### src/rtl/tdm_demux4.sv
// Time-division 1-to-4 demultiplexer: routes one shared word per valid cycle to
// one of four registered channels, by round-robin slot (frame mode) or by select (direct mode).
module tdm_demux4 #(
    parameter int WIDTH = 1
) (
    input  logic                 i_clk,
    input  logic                 i_resetn,
    input  logic [WIDTH-1:0]     i_din,
    input  logic                 i_din_valid,
    input  logic                 i_sync,
    input  logic                 i_mode,
    input  logic [1:0]           i_sel,
    output logic [WIDTH-1:0]     o_ch0,
    output logic [WIDTH-1:0]     o_ch1,
    output logic [WIDTH-1:0]     o_ch2,
    output logic [WIDTH-1:0]     o_ch3,
    output logic [3:0]           o_ch_upd,
    output logic [1:0]           o_slot,
    output logic                 o_frame_valid,
    output logic [4*WIDTH-1:0]   o_frame,
    output logic                 o_sync_err
);

    function automatic logic [3:0] onehot4(input logic [1:0] idx);
        logic [3:0] v;
        case (idx)
            2'd0:    v = 4'b0001;
            2'd1:    v = 4'b0010;
            2'd2:    v = 4'b0100;
            2'd3:    v = 4'b1000;
            default: v = 4'b0000;
        endcase
        return v;
    endfunction

    logic [WIDTH-1:0]   r_ch0, r_ch1, r_ch2, r_ch3;
    logic [1:0]         r_slot;
    logic [3:0]         r_fill;
    logic [3:0]         r_ch_upd;
    logic               r_frame_valid;
    logic               r_sync_err;
    logic [4*WIDTH-1:0] r_frame;

    logic               w_we;
    logic [1:0]         w_target;
    logic [1:0]         w_slot_nxt;
    logic [3:0]         w_fill_nxt;
    logic [3:0]         w_fill_acc;
    logic               w_fv;
    logic               w_serr;

    // Target selection, slot/fill advance and frame/sync-error detection.
    always_comb begin
        w_we       = 1'b0;
        w_target   = r_slot;
        w_slot_nxt = r_slot;
        w_fill_nxt = r_fill;
        w_fill_acc = r_fill;
        w_fv       = 1'b0;
        w_serr     = 1'b0;
        if (i_mode) begin
            // Direct mode keeps the frame machinery parked at slot 0, even when idle.
            w_slot_nxt = 2'd0;
            w_fill_nxt = 4'b0000;
            if (i_din_valid) begin
                w_we     = 1'b1;
                w_target = i_sel;
            end else begin
                w_we     = 1'b0;
            end
        end else if (i_din_valid) begin
            w_we = 1'b1;
            if (i_sync) begin
                w_target   = 2'd0;
                w_serr     = (r_fill != 4'b0000);
                w_fill_nxt = 4'b0001;
                w_slot_nxt = 2'd1;
            end else begin
                w_target   = r_slot;
                w_fill_acc = r_fill | onehot4(r_slot);
                if (r_slot == 2'd3) begin
                    w_fv       = (w_fill_acc[2:0] == 3'b111);
                    w_fill_nxt = 4'b0000;
                    w_slot_nxt = 2'd0;
                end else begin
                    w_fill_nxt = w_fill_acc;
                    w_slot_nxt = r_slot + 2'd1;
                end
            end
        end else begin
            w_we = 1'b0;
        end
    end

    // State and output registers.
    always_ff @(posedge i_clk or negedge i_resetn) begin
        if (!i_resetn) begin
            r_ch0         <= {WIDTH{1'b0}};
            r_ch1         <= {WIDTH{1'b0}};
            r_ch2         <= {WIDTH{1'b0}};
            r_ch3         <= {WIDTH{1'b0}};
            r_slot        <= 2'd0;
            r_fill        <= 4'b0000;
            r_ch_upd      <= 4'b0000;
            r_frame_valid <= 1'b0;
            r_sync_err    <= 1'b0;
            r_frame       <= {(4*WIDTH){1'b0}};
        end else begin
            r_slot        <= w_slot_nxt;
            r_fill        <= w_fill_nxt;
            r_ch_upd      <= w_we ? onehot4(w_target) : 4'b0000;
            r_frame_valid <= w_fv;
            r_sync_err    <= w_serr;
            if (w_we) begin
                case (w_target)
                    2'd0:    r_ch0 <= i_din;
                    2'd1:    r_ch1 <= i_din;
                    2'd2:    r_ch2 <= i_din;
                    2'd3:    r_ch3 <= i_din;
                    default: r_ch0 <= r_ch0;
                endcase
            end
            if (w_fv) begin
                r_frame <= {i_din, r_ch2, r_ch1, r_ch0};
            end
        end
    end

    assign o_ch0         = r_ch0;
    assign o_ch1         = r_ch1;
    assign o_ch2         = r_ch2;
    assign o_ch3         = r_ch3;
    assign o_ch_upd      = r_ch_upd;
    assign o_slot        = r_slot;
    assign o_frame_valid = r_frame_valid;
    assign o_frame       = r_frame;
    assign o_sync_err    = r_sync_err;

endmodule

### config.mk
export PLATFORM = sky130hd
export DESIGN_NAME = tdm_demux4
export DESIGN_NICKNAME = d
export VERILOG_FILES = /design/src/rtl/tdm_demux4.sv
export SDC_FILE = /design/constraint.sdc
export NUM_CORES = 1
export LEC_CHECK = 0
export CAP_MARGIN = 20
export CORE_MARGIN = 2
export CORE_UTILIZATION = 30
export DETAILED_ROUTE_END_ITERATION = 16
export GPL_TIMING_DRIVEN = 0
export SYNTH_ARGS = -nofsm -noshare
export SYNTH_HDL_FRONTEND = slang
export SYNTH_SLANG_ARGS = --single-unit
### constraint.sdc
create_clock -name i_clk -period 1.7 [get_ports i_clk]
set_input_delay 0.34 -clock i_clk [delete_from_list [all_inputs] [get_ports i_clk]]
set_output_delay 0.34 -clock i_clk [all_outputs]
set_load 0.01 [all_outputs]
==> Yosys cells after proc, flatten, opt, wreduce, memory -nomap -nowiden <==
Cells that the tools add are included.
{ "totals": {"reg_bits": 20, "latch_bits": 0, "ram_bits": 0, "romBits": 0, "input_bits": 8, "out_inout_bits": 16, "elab_cells": 53, "mem_count": 0} }
{ "classes": {"add_sub_neg": 1, "n_mul": 0, "div_mod_pow": 0, "order_cmp": 0, "eq_ne": 7, "n_shift": 0, "n_mux": 26, "bitwise_logic": 1, "n_reduce_logical": 8} }
{ "ops": {"columns": ["operator", "n"], "rows": [
  ["$mux W4", 8],
  ["$pmux W4 S4", 2],
  ["$mux W2", 8],
  ["$eq A2 B2 Y1 const B", 4],
  ["$mux W1", 8],
  ["$reduce_and A2 Y1", 4],
  ["$eq A2 B1 Y1 const B", 2],
  ["$logic_not A2 Y1", 2],
  ["$or A4 B4 Y4", 1],
  ["$reduce_bool A4 Y1", 1],
  ["$eq A3 B3 Y1 const B", 1],
  ["$add A2 B1 Y2 const B", 1],
  ["$reduce_bool A2 Y1", 1]
]} }

==> Logic depth before layout (Yosys ltp) <==
{ "depth": {"depth_word": 11, "depth_mapped": 6, "depth_no_buf": 6} }

==> Worst setup path after synthesis <==
OpenSTA, ideal clock, no wires.
{ "synth_path": {"kind": "register -> register", "startpoint": "register r_slot[0], in the netlist o_slot[0]", "endpoint": "register r_frame[3], in the netlist o_frame[3]", "setup_ns": 0.125, "arrival_ns": 1.534, "required_ns": 1.575, "slack_ns": 0.041, "stages_incl_launch_ff": 6, "path_buffers": 0, "period_less_slack_ns": 1.659, "path_cell_list": "dfrtp_1 -> inv_1 -> ha_1 -> nor2_1 -> nor4_4 -> mux2_2"} }
{ "synth_between": {"elab_chain_cells": 11, "word_cells_on_any_way": 14, "classes_between": "eq/ne (4); mux (8); bitwise (1); reduce/logical (1)"} }
{ "synth_lines": {"columns": ["element", "line", "rtl"], "rows": [
  ["start, declared", "37", "logic [1:0] r_slot;"],
  ["start signal, assigned", "109", "r_slot <= w_slot_nxt;"],
  ["$eq A2 B2 Y1 (tied with other cells)", "26, 81", null],
  ["$pmux W4 S4", "26", "case (idx)"],
  ["$mux W4", "73", "if (i_sync) begin"],
  ["$mux W4", "71", "end else if (i_din_valid) begin"],
  ["$mux W4", "61", "if (i_mode) begin"],
  ["$or A4 B4 Y4", "80", "w_fill_acc = r_fill | onehot4(r_slot);"],
  ["$eq A3 B3 Y1", "82", "w_fv = (w_fill_acc[2:0] == 3'b111);"],
  ["$mux W1 *", "81", "if (r_slot == 2'd3) begin"],
  ["$mux W1 *", "73", null],
  ["$mux W1 *", "71", null],
  ["$mux W1 *", "61", null],
  ["net w_fv", "49", "logic w_fv;"],
  ["end signal, assigned", "107", "r_frame <= {(4*WIDTH){1'b0}};"],
  ["end signal, assigned", "124", "r_frame <= {i_din, r_ch2, r_ch1, r_ch0};"],
  ["end, declared", "42", "logic [4*WIDTH-1:0] r_frame;"]
]} }
Mark *: on every way through the listed nets, which the timed path passes. The rest lies on a longest branch. The select of a mux whose other input is x is not followed.
A chain may end at the register's enable or synchronous reset.

==> Worst setup path after layout <==
{ "layout_path": {"startpoint": "input port i_din_valid", "endpoint": "register r_ch3, in the netlist o_ch3"} }
{ "layout_between": {"elab_chain_cells": 4, "word_cells_on_any_way": 6, "classes_between": "eq/ne (1); mux (4); reduce/logical (1)"} }
{ "layout_lines": {"columns": ["element", "line", "rtl"], "rows": [
  ["start, declared", "9", "input logic i_din_valid,"],
  ["$mux W2, on equally long branches", "71, 65", null],
  ["$mux W2", "61", null],
  ["$eq A2 B2 Y1", "115", "case (w_target)"],
  ["$reduce_and A2 Y1 (no line) *", null, null],
  ["end signal, assigned", "101", "r_ch3 <= {WIDTH{1'b0}};"],
  ["end signal, assigned", "119", "2'd3: r_ch3 <= i_din;"],
  ["end, declared", "36", "logic [WIDTH-1:0] r_ch0, r_ch1, r_ch2, r_ch3;"]
]} }
Every way passes the cells marked *; elsewhere a longest branch is shown, timed or not.

==> reports/metrics.cfg <==
[routing]
drtIter0Drc = 14
drtPass1Iterations = 4
final_antenna_net_count = 0
drcViolationCount = 0
drt_wl_total_um = 1960
dr_total_vias = 708
routedWlPerCell_um = 12.6
viasPerCell = 4.57

[sta]
min_period_over_period = 0.973
worstMarginPinSlew_ns = 0.848
min_period_ns = 1.65
setup_viol = 0
fmax_ghz = 0.604
relSlewSlack = 0.433
hold_viol_final = 0
skew_ns = 0.00788
slew_viol_final = 0

[worst_setup_path]
crit_fanout = 10
crit_chain = clkdlybuf4s50_1 > buf_4 > clkinvlp_4 > nor3_4 > mux2_2
ff2ff_setup_slack_ns = 0.07
worstSetupStartpointType = input port
crit_type = in -> reg
slowest_delay_ns = 0.50
cp_slowest_cell = clkdlybuf4s50_1
end_kind = register
worst_ep_required_time_ns = 1.89
arrival_ns = 1.84

[synth]
syn_area_per_cell_um2 = 12.6
synth-seq-area-share = 0.530
yosys.area_share.simple = 0.181
synth_seq_cells = 20
synth_warnings = 0
post-synth-top-area-cell = dfrtp_1
synth-compound-area-share = 0.0848
netlist_top_cells_area = dfrtp_1 53%, mux2_2 7.2%, ha_1 5.3%
synth-xor-area-share = 0
synth.distinct_cells = 27
synth_top_family_by_area = simple AND/OR/NAND/NOR gates
synth_cells = 75
post_synth_fa_ha_maj_area_fraction = 0.0530
syn_area_um2 = 945
muxShareOfSynthArea = 0.114
synth_top_area_frac = 0.530
syn_nets = 87

[placement]
hpwl_um = 1380
dp_cells = 142
io_buffer_count = 23
gp_congestion = 0.824

[floorplanning]
die_area_mm2 = 0.00361
pin_count = 24
row_count = 20
die_y_um = 60.1
die_w_um = 60.1
core_area_mm2 = 0.00303
initial_core_util = 0.312

[cells_and_area]
final_util = 0.457
antenna_cells = 0
final_cell_mix = 21 x clkdlybuf4s50_1, 18 x dfrtp_1, 10 x buf_4
drive_gt1_frac = 0.360
final_common_cell = clkdlybuf4s50_1
final_cells = 155
nets = 124
area_growth_pct = 46.5

[global_routing]
grt_pass1_wl_um = 3130
grt_usage = 0.118
antenna_found_initial = 0
grt_max_degree = 21
grt_pass1_vias = 717
overflow = 0

[clocking]
cts_buffer_depth = 2
ctsHtreeMaxLevel = 1
cts.sinks = 20
clk_pin_slew_ns = 0.11
worstSkewPairLatency_ns = 0.30
numCtsBuffers = 3
cts_tree = yes
cts_root_buffer = clkbuf_4

[power_and_ir_drop]
ir_drop_mv = 0.292
power_density_mw_per_mm2 = 825
p_leak_nw = 0.613

[status]
outcome = complete, no violations

[hold_path]
hold_class = in -> reg

[run]
max_cap_viol_count = 0

[cells in the mapped netlist]
cell type  instances
nor3_4             1
inv_2              1
nor4_4             1
o21a_4             1
ha_1               4
nand4_1            1
nand2_1            4
o2bb2ai_1          2
inv_1              4
nor3_2             1
and3b_2            1
mux2_4             2
a22oi_1            3
a22o_2             1
dfrtp_1           20
nand2b_4           1
nor3_1             1
buf_6              1
mux2_2             6
o21ai_0            1
and3_4             2
nor4_1             2
nand3_1            1
a21oi_1            2
nor2_1             9
mux2i_1            1
buf_2              1
[path summary, 6_finish.rpt]
kind | start | end | cells past startpoint
min in group asynchronous | i_resetn | o_frame[0]$_DFFE_PN0P_ | 1
worst min-delay path | i_mode | o_slot[1]$_DFFE_PN0P_ | 3
worst min register to register | o_frame[1]$_DFFE_PN0P_ | o_frame[1]$_DFFE_PN0P_ | 1
worst max register to register | o_slot[0]$_DFFE_PN0P_ | o_frame[0]$_DFFE_PN0P_ | 6
worst max-delay path | i_din_valid | o_ch3$_DFFE_PN0P_ | 5
max in group asynchronous | i_resetn | o_slot[0]$_DFFE_PN0P_ | 1
[stage by stage]
step                      hold slack, ns  area [um2]  TNS, ns  total power, mW  setup slack [ns]
after floorplan                   0.0444         945        0            0.642            0.0409
after global placement             0.489        1230    -1.93            0.745            -0.293
after detailed placement           0.499        1230    -2.06            0.754            -0.286
after CTS                          0.525        1310        0             1.14            0.0163
after global routing               0.472        1380  -0.0123             1.20           -0.0123
final                              0.459        1380        0             1.14            0.0451
[report_power, final]
group / internal (mW) / switching (mW)
sequential: 0.509 / 0.0254
clock: 0.238 / 0.140
combinational: 0.130 / 0.0985
total: 0.877 / 0.264
[critical path, delay by kind of cell]
family	cells	cell delay [ns]
multiplexers	1	0.36
buffers and inverters	3	0.89
AND/OR/NAND/NOR	1	0.24
[layout make-up]
type | instances | area, um2
Tap cell | 44 | 55.1
Buffer | 2 | 18.8
Clock buffer | 3 | 22.5
Clock inverter | 1 | 30.0
Sequential cell | 20 | 503
Inverter | 5 | 22.5
Timing Repair Buffer | 32 | 299
Fill cell | 297 | 1640
Multi-Input combinational cell | 48 | 433
[state kept, by name, indices dropped and copies added, names as in the netlist]
| signal | cells |
|---|---|
| o_ch0 | 1 |
| o_sync_err | 1 |
| o_slot | 2 |
| o_ch3 | 1 |
| o_ch_upd | 4 |
| o_ch1 | 1 |
| o_frame | 4 |
| r_fill | 4 |
| o_ch2 | 1 |
| o_frame_valid | 1 |
[metal layers]
layer,vias up,wire [um],GRT usage,share of wire
li1,333,-,-,-
met1,343,872,0.152,0.45
met2,28,961,0.189,0.49
met3,4,86,0.0130,0.044
met4,0,37,0.0667,0.019
met5,-,0,0,0
[logic make-up after synthesis]
group                      Yosys count
adders and majority gates            4
AOI/OAI and AO/OA                   10
muxes                                9
and+or+nand+nor                     25
DFF                                 20
buffers and inverters                7
[what timing repair did]
item	in CTS	in global routing
gates resized for setup	3	10
endpoints found under the hold margin	0	0
pin swaps	1	1
hold buffers	0	0
setup endpoints to repair	6	5
setup buffers	3	6
Power figures use the tool's default switching activity.
